`src/rtl/axi_aw_w_arbiter.sv`:
```
// Round-robin AW arbiter with a registered AW output and an order FIFO that
// steers whole W bursts to the shared port strictly in AW grant order.
module axi_aw_w_arbiter #(
  parameter int N_REQ       = 4,
  parameter int AW_WIDTH    = 64,
  parameter int W_WIDTH     = 72,
  parameter int MAX_PENDING = 4,
  localparam int IDX_W      = (N_REQ > 1) ? $clog2(N_REQ) : 1,
  localparam int CNT_W      = $clog2(MAX_PENDING + 1)
) (
  input  logic                      clk_i,
  input  logic                      rst_i,
  input  logic [N_REQ-1:0]          slv_aw_valid_i,
  output logic [N_REQ-1:0]          slv_aw_ready_o,
  input  logic [N_REQ*AW_WIDTH-1:0] slv_aw_i,
  input  logic [N_REQ-1:0]          slv_w_valid_i,
  output logic [N_REQ-1:0]          slv_w_ready_o,
  input  logic [N_REQ*W_WIDTH-1:0]  slv_w_i,
  input  logic [N_REQ-1:0]          slv_w_last_i,
  output logic                      mst_aw_valid_o,
  input  logic                      mst_aw_ready_i,
  output logic [AW_WIDTH-1:0]       mst_aw_o,
  output logic [IDX_W-1:0]          mst_aw_sel_o,
  output logic                      mst_w_valid_o,
  input  logic                      mst_w_ready_i,
  output logic [W_WIDTH-1:0]        mst_w_o,
  output logic                      mst_w_last_o,
  output logic [CNT_W-1:0]          pending_o
);

  localparam int PTR_W = (MAX_PENDING > 1) ? $clog2(MAX_PENDING) : 1;

  typedef logic [IDX_W-1:0] idx_t;
  typedef logic [PTR_W-1:0] ptr_t;

  logic [AW_WIDTH-1:0] aw_arr [N_REQ];
  logic [W_WIDTH-1:0]  w_arr  [N_REQ];

  logic                aw_vld_p1;
  logic [AW_WIDTH-1:0] aw_data_p1;
  idx_t                aw_sel_p1;
  idx_t                rr;

  idx_t       fifo_mem [MAX_PENDING];
  ptr_t       head;
  ptr_t       tail;
  logic [CNT_W-1:0] count;

  logic full;
  logic empty;
  logic load;
  logic push;
  logic pop;
  logic win_found;
  idx_t win_idx;
  idx_t cand;
  idx_t h;

  function automatic ptr_t ptr_inc(input ptr_t p);
    return (p == ptr_t'(MAX_PENDING - 1)) ? '0 : p + ptr_t'(1);
  endfunction

  function automatic idx_t idx_inc(input idx_t i);
    return (i == idx_t'(N_REQ - 1)) ? '0 : i + idx_t'(1);
  endfunction

  for (genvar g = 0; g < N_REQ; g++) begin : g_unpack
    assign aw_arr[g] = slv_aw_i[g*AW_WIDTH +: AW_WIDTH];
    assign w_arr[g]  = slv_w_i[g*W_WIDTH +: W_WIDTH];
  end

  assign full  = (count == CNT_W'(MAX_PENDING));
  assign empty = (count == '0);
  assign h     = fifo_mem[head];

  // Scan downward so the last hit is the first requester at or after rr.
  always_comb begin
    win_found = 1'b0;
    win_idx   = '0;
    cand      = '0;
    for (int i = N_REQ - 1; i >= 0; i--) begin
      cand = idx_t'((int'(rr) + i) % N_REQ);
      if (slv_aw_valid_i[cand]) begin
        win_found = 1'b1;
        win_idx   = cand;
      end
    end
  end

  // Full check uses the registered count, so a same-cycle pop cannot admit a grant.
  assign load = !rst_i && (!aw_vld_p1 || mst_aw_ready_i) && win_found && !full;
  assign push = load;
  assign pop  = mst_w_valid_o && mst_w_ready_i && mst_w_last_o;

  always_comb begin
    slv_aw_ready_o = '0;
    if (load) slv_aw_ready_o[win_idx] = 1'b1;
  end

  always_comb begin
    slv_w_ready_o = '0;
    mst_w_valid_o = 1'b0;
    mst_w_o       = '0;
    mst_w_last_o  = 1'b0;
    if (!empty) begin
      slv_w_ready_o[h] = mst_w_ready_i;
      mst_w_valid_o    = slv_w_valid_i[h];
      mst_w_o          = w_arr[h];
      mst_w_last_o     = slv_w_last_i[h];
    end
  end

  // Stage p1: AW output register, round-robin pointer and order FIFO control
  always_ff @(posedge clk_i) begin
    if (rst_i) begin
      aw_vld_p1  <= 1'b0;
      aw_data_p1 <= '0;
      aw_sel_p1  <= '0;
      rr         <= '0;
      head       <= '0;
      tail       <= '0;
      count      <= '0;
    end else begin
      if (load) begin
        aw_vld_p1  <= 1'b1;
        aw_data_p1 <= aw_arr[win_idx];
        aw_sel_p1  <= win_idx;
        rr         <= idx_inc(win_idx);
      end else if (mst_aw_ready_i) begin
        aw_vld_p1  <= 1'b0;
      end
      if (push) tail <= ptr_inc(tail);
      if (pop)  head <= ptr_inc(head);
      if (push && !pop) begin
        count <= count + CNT_W'(1);
      end else if (!push && pop) begin
        count <= count - CNT_W'(1);
      end
    end
  end

  always_ff @(posedge clk_i) begin
    if (push) fifo_mem[tail] <= win_idx;
  end

  assign mst_aw_valid_o = aw_vld_p1;
  assign mst_aw_o       = aw_data_p1;
  assign mst_aw_sel_o   = aw_sel_p1;
  assign pending_o      = count;

endmodule

```
`config.mk`:
```
export PLATFORM = sky130hd
export DESIGN_NAME = axi_aw_w_arbiter
export DESIGN_NICKNAME = d
export VERILOG_FILES = /design/src/rtl/axi_aw_w_arbiter.sv
export SDC_FILE = /design/constraint.sdc
export NUM_CORES = 1
export LEC_CHECK = 0
export BUFFER_PORTS_ARGS = -buffer_cell sky130_fd_sc_hd__buf_4
export CAP_MARGIN = 5
export CORE_AREA = 2 2 277 279
export DETAILED_ROUTE_END_ITERATION = 8
export DIE_AREA = 0 0 279 281
export PLACE_DENSITY = 0.43
export SETUP_SLACK_MARGIN = 0.3
export SLEW_MARGIN = 20
export SYNTH_ARGS = -nofsm -noshare
export SYNTH_HDL_FRONTEND = slang
export SYNTH_SLANG_ARGS = --single-unit
```
`constraint.sdc`:
```
create_clock -name clk_i -period 3.6 [get_ports clk_i]
set_input_delay 0.18 -clock clk_i [delete_from_list [all_inputs] [get_ports clk_i]]
set_output_delay 0.18 -clock clk_i [all_outputs]
set_load 0.02 [all_outputs]
```
-- Yosys cells after proc, flatten, opt, wreduce, memory -nomap -nowiden
Memories as Yosys holds them, arrays and structs flattened. A register that Yosys moved wholly into a read port is not among the register bits.
Index checks and enable logic that the tools add are counted.
- RAM bits: 8
- bits in registers: 76
- memories: 1
- word-level logic and storage cells: 97
- output and inout bits: 152
- add/subtract/negate cells: 8
- multiplexer cells: 46
- bitwise logic cells: 3
- reduce and logical (&&, ||, !) cells: 18
- $lt $le $gt $ge: 10
- equality and inequality tests: 4
- memory list (name ; words ; width ; rd ports ; clocked after Yosys merged registers in ; write ports ; RTL line ; source):
    fifo_mem ; 4 ; 2 ; 1 ; 1 ; 1 ; 44 ; idx_t fifo_mem [MAX_PENDING];
- operators by type and width (cell ; count):
    two-way mux 72 bit ; 3
    binary-select mux 72 bit (select 2 bit) ; 1
    binary-select mux 64 bit (select 2 bit) ; 1
    two-way mux 64 bit ; 2
    < comparator 2 x 3 -> 1 bit, second input constant ; 6
    two-way mux 1 bit ; 18
    two-way mux 2 bit ; 9
    binary-select mux 1 bit (select 2 bit) ; 6
    logical AND 1 bit ; 9
    adder 2 x 1 -> 2 bit, second input constant ; 4
    two-way mux 4 bit ; 2
    equality test 2 bit, second input constant ; 3
    >= comparator 3 bit, second input constant ; 2
    two-way mux 3 bit ; 2
    NOT 2 -> 3 bit ; 2
    zero test 1 bit ; 5
    adder 2 bit, second input constant ; 2
    AND 4 bit ; 1
    demux 1 bit (select 2 bit) ; 2
    >= comparator 2 x 1 -> 1 bit, second input constant ; 2
    nonzero test 2 bit ; 2
    adder 3 x 1 -> 3 bit, second input constant ; 1
    equality test 3 bit, second input constant ; 1
    zero test 3 bit ; 1
    other kinds (2) ; 2

-- Depth between registers and ports, before layout
Gate-level depths: netlist of the first run.
- depth after elaboration: 13
- mapped depth: 11

-- Least setup slack after synthesis of the first run
OpenSTA, ideal clock, no wires.
- path kind: reg-to-reg
- start: register (tool-made name)
- end: register count[2], in the netlist pending_o[2]
- slack: 0.809 ns
- buffers on the path: 1
- stages on the path, launching flop included: 12
- library setup time: 0.070 ns
- arrival time: 2.720 ns
- clock period less this slack: 2.791 ns
- cells stage by stage: dfxtp_1 mux4_2 buf_6 mux2_2 nand3b_1 o31a_2 ha_1 inv_1 fa_1 xor2_1 or3_1 a21oi_1
- RTL lines (what ; RTL line ; source):
    end signal: assignment ; 135 ; count <= count + CNT_W'(1);
    end signal: assignment ; 137 ; count <= count - CNT_W'(1);
    end: declaration ; 47 ; logic [CNT_W-1:0] count;

==> summary.md, run 1 <==
| Metric | Value |
|---|---|
| Status | `finished clean` |
| RSZ-0062 raised after global routing | `no` |
| Synthesized area | `0.00774 mm²` |
| CP Class | `reg2reg` |
| Clock Pin Slew Worst Setup and Hold Paths | `about 80 ps` |
| Post-CTS Hold Fix Bufs | `0` |
| Critical-path top delay cell | `mux4_4` |
| Share of layout cells above drive strength 1 | `58.6%` |
| Area delta synth->final | `87.2%` |
| Startpoint Class | `flip-flop` |
| Async S/R FF share, synth | `0%` |
| Via count | `9749` |
| Clock sink count | `86` |
| CP max FO | `8` |
| Final setup margin | `482 ps` |
| Setup TNS | `0 ps` |
| Crit-path cells | `mux4_4 > mux2_2 > nand3b_1 > o31a_2 > ha_1 > inv_1 > fa_1 > xor2_1 > or3_1 > a21oi_1` |
| Post-Syn Instances | `~800` |
| CTS root buffer | `clkbuf_16` |
| DRT iter0 DRCs | `between 200 and 300` |
| I/O pin count | `712` |
| Nets | `2017` |
| CTS max path bufs | `2` |
| Critical Path RT | `3910 ps` |
| Register area share after synthesis | `a little under a quarter` |
| Worst Path Buf+Inv | `1` |
| Post-synth EDFFs | `8` |
| Via density | `3.99` |
| Setup crit end kind | `flip-flop` |
| DRC | `0` |
| Final Max Slew Viols | `0` |
| Syn Nets | `about 1400` |
| Die Ht | `281 µm` |
| Pin count of the biggest net entering global routing | `73` |
| Post-layout util | `19.2%` |
| WL/cell | `24.8 µm` |
| Dpl hpwl | `between 50000 and 60000 µm` |
| Cell variety after synth | `46` |
| Final count of hold timing violations | `0` |
| Setup violators final | `0` |
| Synthesized flop and latch total | `between 80 and 90` |
| Initial antenna violation count | `29` |
| Die area | `0.0784 mm²` |
| Core area | `between 0.07 and 0.08 mm²` |
| FMAX | `321 MHz` |
| Initial core utilization | `10.3%` |
| Clk Latency, worst-skew pair | `380 ps` |
| CTS Buf Count | `9` |
| Htree depth | `3` |
| Number of I/O port buffers | `711` |
| Worst ir drop on vdd | `0.233 mV` |
| Critical path arrival | `around 3400 ps` |
| Min Tclk post-route | `3120 ps` |
| Routed Antenna Nets | `0` |
| Finished Layout Cells | `between 2000 and 2500` |
| DP Worst Slack | `344 ps` |
| Leak pwr | `around 6.5 nW` |
| Predominant post-synthesis flop cell | `dfxtp_1` |
| CTS tree | `built` |
| CP max stage delay | `750 ps` |
| Syn. warnings | `0` |
| Min Hold Slack | `90.3 ps` |
| Worst-margin pin slew | `a little over 1000 ps` |
| Yosys top cell area share | `21.5%` |
| Hold Crit Class | `in2reg` |
| First-pass GRT wire length | `between 80000 and 90000 µm` |
| Vias in the first global route | `10400` |
| Final period utilization | `86.6%` |
| Pre-Repair DR Iteration Count | `4` |
| Yosys top cell by area | `mux4_2` |
| Num rows | `101` |
| Total grt overflow | `0` |
| Relative slew slack | `31.5%` |
| DIE WIDTH | `279 µm` |
| Inst Count DP | `2411` |
| Routed WL | `approximately 61000 µm` |
| Max-cap violations | `0` |
| GRT Overall Usage | `between 10% and 20%` |
| Cell Pwr Density | `675 mW/mm²` |
| RD Place Congestion | `0.930` |
| Synth top area cells | `mux4_2 22%, dfxtp_1 20%, mux2i_1 10%` |
| Family with the most delay on the worst path | `multiplexers` |
| Worst Clk Skew | `about 9.2 ps` |
| Syn_area_per_cell | `9.86 µm²` |
area by class of cell:
class                      instances  area [µm²]
tap                              978        1220
antenna                           17        42.5
timing repair buffer             741        5590
inverter                           6        25.0
clock buffer                       9         225
sequential                        86        1800
clock inverter                     7        76.3
fill                            8481       60900
multi-input combinational        602        5520
routing by layer:
layer / global-route usage (%) / share of wire [%]
met1: 14.8 / 35
met2: 27.6 / 53
met3: 3.85 / 7.0
met4: 8.40 / 4.7
met5: 0 / 0.068
worst min-delay path, stage by stage:
cell	delay, ps
buf_4	70
mux2i_1	50
o211ai_1	140
flip-flops by register name (all words and copies together), names as in the netlist, named ones only:
name,count
mst_aw_valid_o,1
tail,2
mst_aw_sel_o,2
fifo_mem,8
head,2
pending_o,3
mst_aw_o,64
rr,2
kinds of logic (layout without fill, tap and decap cells):
logic type | Yosys count | after routing | synth area share (%)
AO/OA/AOI/OAI | 192 | 192 | 18.6
XOR/XNOR | 2 | 2 | 0.226
adder cells (fa/ha/maj) | 11 | 11 | 1.87
buffers and inverters | 97 | 763 | 6.40
flip-flops | 86 | 86 | 23.3
multiplexers | 157 | 157 | 32.3
other | 0 | 17 | 0
AND/OR/NAND/NOR | 240 | 240 | 17.4
report_power, final:
part	total, mW	internal (mW)	leakage [nW]	switching, mW
registers	1.60	1.35	0.719	0.253
clock network	1.02	0.495	0.149	0.523
logic	7.17	3.17	5.67	4.00
cell usage in the layout, fill, tap and decap left out, drive strengths merged, types with 11 or more instances in the layout:
| master | instances |
|---|---|
| a21o | 55 |
| and2 | 80 |
| buf | 741 |
| dfxtp | 78 |
| diode | 17 |
| mux2i | 79 |
| mux4 | 74 |
| nand2 | 62 |
| nand3b | 12 |
| nand4 | 54 |
| o211ai | 54 |
| o221ai | 11 |
| o31ai | 56 |
synth_stat cells, types with 10 or more instances:
cell,n
and2_1,80
o221ai_1,11
ha_1,10
nand3b_1,12
o211ai_1,54
buf_2,26
o31ai_1,56
a21o_1,55
mux2i_1,79
nand2_1,62
nor2_1,10
mux4_2,74
clkbuf_1,50
nand4_1,54
dfxtp_1,78
final timing paths:
| check | to | depth (start not counted) | slack [ps] | startpoint |
|---|---|---|---|---|
| max | pending_o[2] | 10 | 480 | flip-flop |
| min | mst_aw_o[25] | 3 | 90 | slv_aw_i[217] |
| max reg2reg | pending_o[2] | 10 | 480 | flip-flop |
| min reg2reg | mst_aw_sel_o[1] | 2 | 450 | mst_aw_sel_o[1] |
metrics by stage:
step	instance area, µm²	power (mW)
after detailed placement	14100	8.90
after global routing	14500	10.4
after floorplan	7740	5.77
after global placement	14100	8.86
after CTS	14400	9.97
final	14500	9.79
repair_timing:
action / in CTS / in global routing
endpoints found under the setup margin: 30 / 31
buffers inserted: 0 / 2
resized for setup: 3 / 1
No activity file was read; power rests on OpenSTA's default activity.
==> run 2: changes to the inputs <==
Clock period 3.6 ns to 3.53 ns, I/O delays scaled along.
==> summary.md, run 2 (synthesized netlist as in run 1, its figures left out) <==
| Metric | Value |
|---|---|
| DRC | `0` |
| Dpl hpwl | `49700 µm` |
| Min Hold Slack | `95.0 ps` |
| RSZ-0062 raised after global routing | `yes` |
| Vias in the first global route | `just over 10000` |
| Finished Layout Cells | `2438` |
| Min Tclk post-route | `3130 ps` |
| Relative slew slack | `a little over two fifths` |
| Htree depth | `3` |
| Most frequent cells in the layout | `735 x buf_4, 80 x and2_1, 79 x mux2i_1` |
| CTS root buffer | `clkbuf_16` |
| Setup crit end kind | `flip-flop` |
| Cell Pwr Density | `693 mW/mm²` |
| CTS max path bufs | `2` |
| Worst Clk Skew | `about 14 ps` |
| Pin count of the biggest net entering global routing | `73` |
| Die Ht | `281 µm` |
| Number of I/O port buffers | `711` |
| Max-cap violations | `0` |
| Setup TNS | `0 ps` |
| Clk Latency, worst-skew pair | `380 ps` |
| Via density | `3.97` |
| Hold Crit Class | `in2reg` |
| Via count | `9667` |
| Num rows | `around 100` |
| Worst-margin pin slew | `845 ps` |
| Initial antenna violation count | `27` |
| CTS tree | `built` |
| Critical Path RT | `3830 ps` |
| Nets | `2015` |
| Worst R2R Path Depth | `10` |
| Reg2Reg Setup Slack | `400 ps` |
| Area delta synth->final | `86.7%` |
| RD Place Congestion | `0.914` |
| I/O pin count | `712` |
| WL met3 | `4350 µm` |
| Leak pwr | `6.51 nW` |
| FMAX | `319 MHz` |
| Routed Antenna Nets | `0` |
| DP Worst Slack | `between 300 and 400 ps` |
| Startpoint Class | `flip-flop` |
| Initial core utilization | `10.3%` |
| Core area | `approximately 0.075 mm²` |
| GRT Overall Usage | `14.4%` |
| Final count of hold timing violations | `0` |
| DR top layer | `met5` |
| Setup crit end | `pending_o[2]` |
| Die area | `0.0784 mm²` |
| CP Class | `reg2reg` |
| WL met2 | `31000 µm` |
| WL/cell | `around 24 µm` |
| Status | `finished clean` |
| DIE WIDTH | `279 µm` |
| Most common cell after layout, fill and taps aside | `buf_4` |
| Inst Count DP | `2409` |
| Worst reg2reg path endpoint | `pending_o[2]` |
| Final Max Slew Viols | `0` |
| M1 WL | `21000 µm` |
| CP max FO | `7` |
| Worst ir drop on vdd | `0.311 mV` |
| Setup violators final | `0` |
| Filler Cells Inserted | `8451` |
| Clock Pin Slew Worst Setup and Hold Paths | `80 ps` |
| Final period utilization | `88.7%` |
| Clock sink count | `86` |
| Critical path arrival | `3430 ps` |
| Max reg flops | `64` |
| Share of layout cells above drive strength 1 | `between 50% and 60%` |
| First-pass GRT wire length | `78900 µm` |
| Final setup margin | `400 ps` |
| Routed WL | `around 59000 µm` |
| Pre-Repair DR Iteration Count | `6` |
| CTS Buf Count | `9` |
| DRT iter0 DRCs | `roughly 380` |
| Total grt overflow | `0` |
[run 2: changes by cell type in the layout (fill, tap and decap cells not counted)]
cell        previous run  this run
buf_12                 1         3
buf_4                738       735
buf_8                  1         0
clkbuf_1               0         2
clkbuf_8               0         1
clkinv_4               2         0
clkinv_8               1         0
clkinvlp_4             0         3
dfxtp_1               77        78
dfxtp_2                1         0
diode_2               17        11
inv_8                  3         0
[run 2: worst max-delay path, cell delays in order, from the launching register on]
cell and delay, ps:
dfxtp_1 420, mux4_4 760, mux2_2 330, nand3b_1 90, o31a_2 180, ha_1 210, inv_1 70, fa_1 370
xor2_1 170, or3_1 310, a21oi_1 140
[run 2: worst min-delay path by stage]
stage	slack (ps)	depth (start not counted)	start	endpoint
6_report	90	3	slv_aw_i[224]	mst_aw_o[32]
3_3_place_gp	440	2	mst_aw_sel_o[1]	mst_aw_sel_o[1]
5_1_grt	70	3	slv_aw_i[200]	mst_aw_o[8]
4_1_cts	50	3	slv_aw_i[224]	mst_aw_o[32]
3_5_place_dp	440	2	mst_aw_sel_o[1]	mst_aw_sel_o[1]
2_1_floorplan	390	2	slv_aw_i[192]	mst_aw_o[0]
[run 2: what timing repair did]
item                                   4_1_cts  5_1_grt
resized for setup                            0        1
setup endpoints to repair                    0       20
endpoints found under the hold margin        0        0
setup buffers                                0        2
hold buffers                                 0        0
[run 2: stage by stage]
step / utilization (%) / power, mW / area, µm²
detailed placement: 18.7 / 9.18 / 14100
floorplan: - / 5.88 / 7740
global placement: 18.7 / 9.15 / 14100
global route: 19.2 / 10.7 / 14500
CTS: 19.1 / 10.2 / 14400
finish: 19.2 / 10.0 / 14500
[run 2: metal layers]
layer / vias to the layer above / GRT usage [%]
met5: - / 0
met4: 8 / 7.24
met3: 97 / 4.31
met2: 532 / 26.8
met1: 4634 / 14.6
li1: 4396 / -
[run 2: area by class of cell]
type | instances | area, µm² | area share (%)
timing repair buffer | 739 | 5590 | 38.7
multi-input combinational | 602 | 5520 | 38.1
sequential | 86 | 1800 | 12.5
antenna | 11 | 27.5 | 0.190
tap | 978 | 1220 | 8.46
inverter | 6 | 25.0 | 0.173
clock buffer | 12 | 246 | 1.70
clock inverter | 4 | 31.3 | 0.216
[run 2: report_power, final]
group	internal (mW)	switching, mW	total, mW	leakage, nW
logic	3.22	4.18	7.41	5.67
clock network	0.501	0.489	0.990	0.126
registers	1.38	0.251	1.63	0.719
==> run 3: changes to the inputs <==
Clock period 3.53 ns to 2.9 ns, I/O delays scaled along.
==> summary.md, run 3 (synthesized netlist as in run 1, its figures left out) <==
| Metric | Value |
|---|---|
| Final Max Slew Viols | `0` |
| Area delta synth->final | `97.4%` |
| WL/cell | `about 25 µm` |
| RD Place Congestion | `0.906` |
| DIE WIDTH | `279 µm` |
| Critical path arrival | `2820 ps` |
| Most frequent cells in the layout | `685 x buf_4, 77 x mux2i_1, 76 x dfxtp_1` |
| Initial antenna violation count | `31` |
| Final count of hold timing violations | `0` |
| CTS Buf Count | `9` |
| CTS root buffer | `clkbuf_16` |
| Reg area | `between 0.0015 and 0.002 mm²` |
| Pin count of the biggest net entering global routing | `67` |
| FMAX | `337 MHz` |
| Routed WL | `60800 µm` |
| Htree depth | `3` |
| Worst ir drop on vdd | `~0.35 mV` |
| RSZ-0062 raised after global routing | `yes` |
| GRT Overall Usage | `between 10% and 20%` |
| CP Class | `reg2out` |
| CP max FO | `9` |
| Worst Clk Skew | `approximately 13 ps` |
| Failing checks | `setup timing` |
| Max-cap violations | `0` |
| Post-CTS Hold Fix Bufs | `0` |
| CTS tree | `built` |
| Internal power | `7.29 mW` |
| Switching fraction of total power | `46.4%` |
| Status | `finished, violations left` |
| Comb pwr share | `76.2%` |
| Nets | `2036` |
| Routed Antenna Nets | `0` |
| Sequential power share | `14.6%` |
| Area of the multi-input gates | `0.00568 mm²` |
| Switch Pwr | `6.31 mW` |
| Cell Pwr Density | `890 mW/mm²` |
| Dpl hpwl | `~50000 µm` |
| Setup TNS | `-456 ps` |
| Min Tclk post-route | `between 2000 and 3000 ps` |
| Number of I/O port buffers | `a little over 700` |
| Min Hold Slack | `63.2 ps` |
| Clk Latency, worst-skew pair | `roughly 380 ps` |
| Vias in the first global route | `10400` |
| Num rows | `101` |
| Leak pwr | `6.84 nW` |
| Hold Crit Class | `in2reg` |
| Critical Path RT | `2760 ps` |
| CTS max path bufs | `2` |
| Setup violators final | `16` |
| Startpoint Class | `flip-flop` |
| Total grt overflow | `0` |
| Pre-Repair DR Iteration Count | `5` |
| Filler Cells Inserted | `8364` |
| Via density | `around 4.0` |
| Via count | `about 9800` |
| I/O pin count | `712` |
| Worst-margin pin slew | `966 ps` |
| Final period utilization | `102%` |
| DRC | `0` |
| Clock Pin Slew Worst Setup and Hold Paths | `80 ps` |
| Core area | `0.0754 mm²` |
| Die Ht | `281 µm` |
| Setup crit end kind | `output pin` |
| Initial core utilization | `about a tenth` |
| Die area | `0.0784 mm²` |
| Max reg flops | `64` |
| First-pass GRT wire length | `about 82000 µm` |
| Final setup margin | `-67.5 ps` |
| Relative slew slack | `35.6%` |
| Clock sink count | `between 80 and 90` |
| DRT iter0 DRCs | `385` |
| Share of layout cells above drive strength 1 | `62.9%` |
| Clk network pwr share | `just over 9%` |
| Most common cell after layout, fill and taps aside | `buf_4` |
-- run 3: final timing paths --
path	from	end	slack [ps]	cells after the start
min reg2reg	mst_aw_sel_o[1]	mst_aw_sel_o[1]	450	2
max	fifo_mem[3][0]	mst_w_o[33]	-70	8
min	slv_aw_i[203]	mst_aw_o[11]	60	3
max reg2reg	fifo_mem[3][0]	pending_o[2]	-10	11
-- run 3: routing by layer --
metal	up-vias	global-route usage, %	wire length, µm
li1	4445	-	-
met1	4792	15.1	21600
met2	503	27.4	32100
met3	78	4.19	4230
met4	8	8.56	2810
met5	-	0	47
-- run 3: power groups by stage --
stage	clock network, mW	registers, mW	logic, mW
global placement	0	1.98	9.28
CTS	1.35	1.99	10.5
floorplan	0	2.43	4.74
global route	1.37	2.05	11.0
detailed placement	0	2.00	9.27
finish	1.25	1.99	10.4
-- run 3: critical path: stages, from the launching register on --
cell and delay, ps:
edfxtp_1 400, mux4_4 650, buf_4 180, buf_12 160, buf_12 150, buf_16 140
mux4_2 440, and2_4 180, buf_6 120
-- run 3: layout make-up --
type / count / area share [%]
Sequential cell: 86 / 11.8
Tap cell: 978 / 8.01
Multi-Input combinational cell: 602 / 37.2
Antenna cell: 20 / 0.327
Timing Repair Buffer: 760 / 40.5
Clock inverter: 6 / 0.327
Inverter: 6 / 0.213
Clock buffer: 10 / 1.64
-- run 3: through the flow --
stage          std cells  total power, mW  setup WS (ps)  area, µm²  utilization (%)
2_1_floorplan        785             7.17            246       7760                -
3_3_place_gp        2416             11.3          -77.9      14300             18.9
3_5_place_dp        2416             11.3          -87.1      14300             18.9
4_1_cts             2445             13.8          -47.0      15200             20.1
5_1_grt             2465             14.4           -182      15300             20.2
6_report            2468             13.6          -67.5      15300             20.3
-- run 3: timing repair --
item / CTS / global route
endpoints found under the setup margin: 81 / 79
gates resized for setup: 118 / 6
gates cloned: 7 / 0
setup buffers: 6 / 3
endpoints found under the hold margin: 0 / 0
pin swaps: 3 / 2
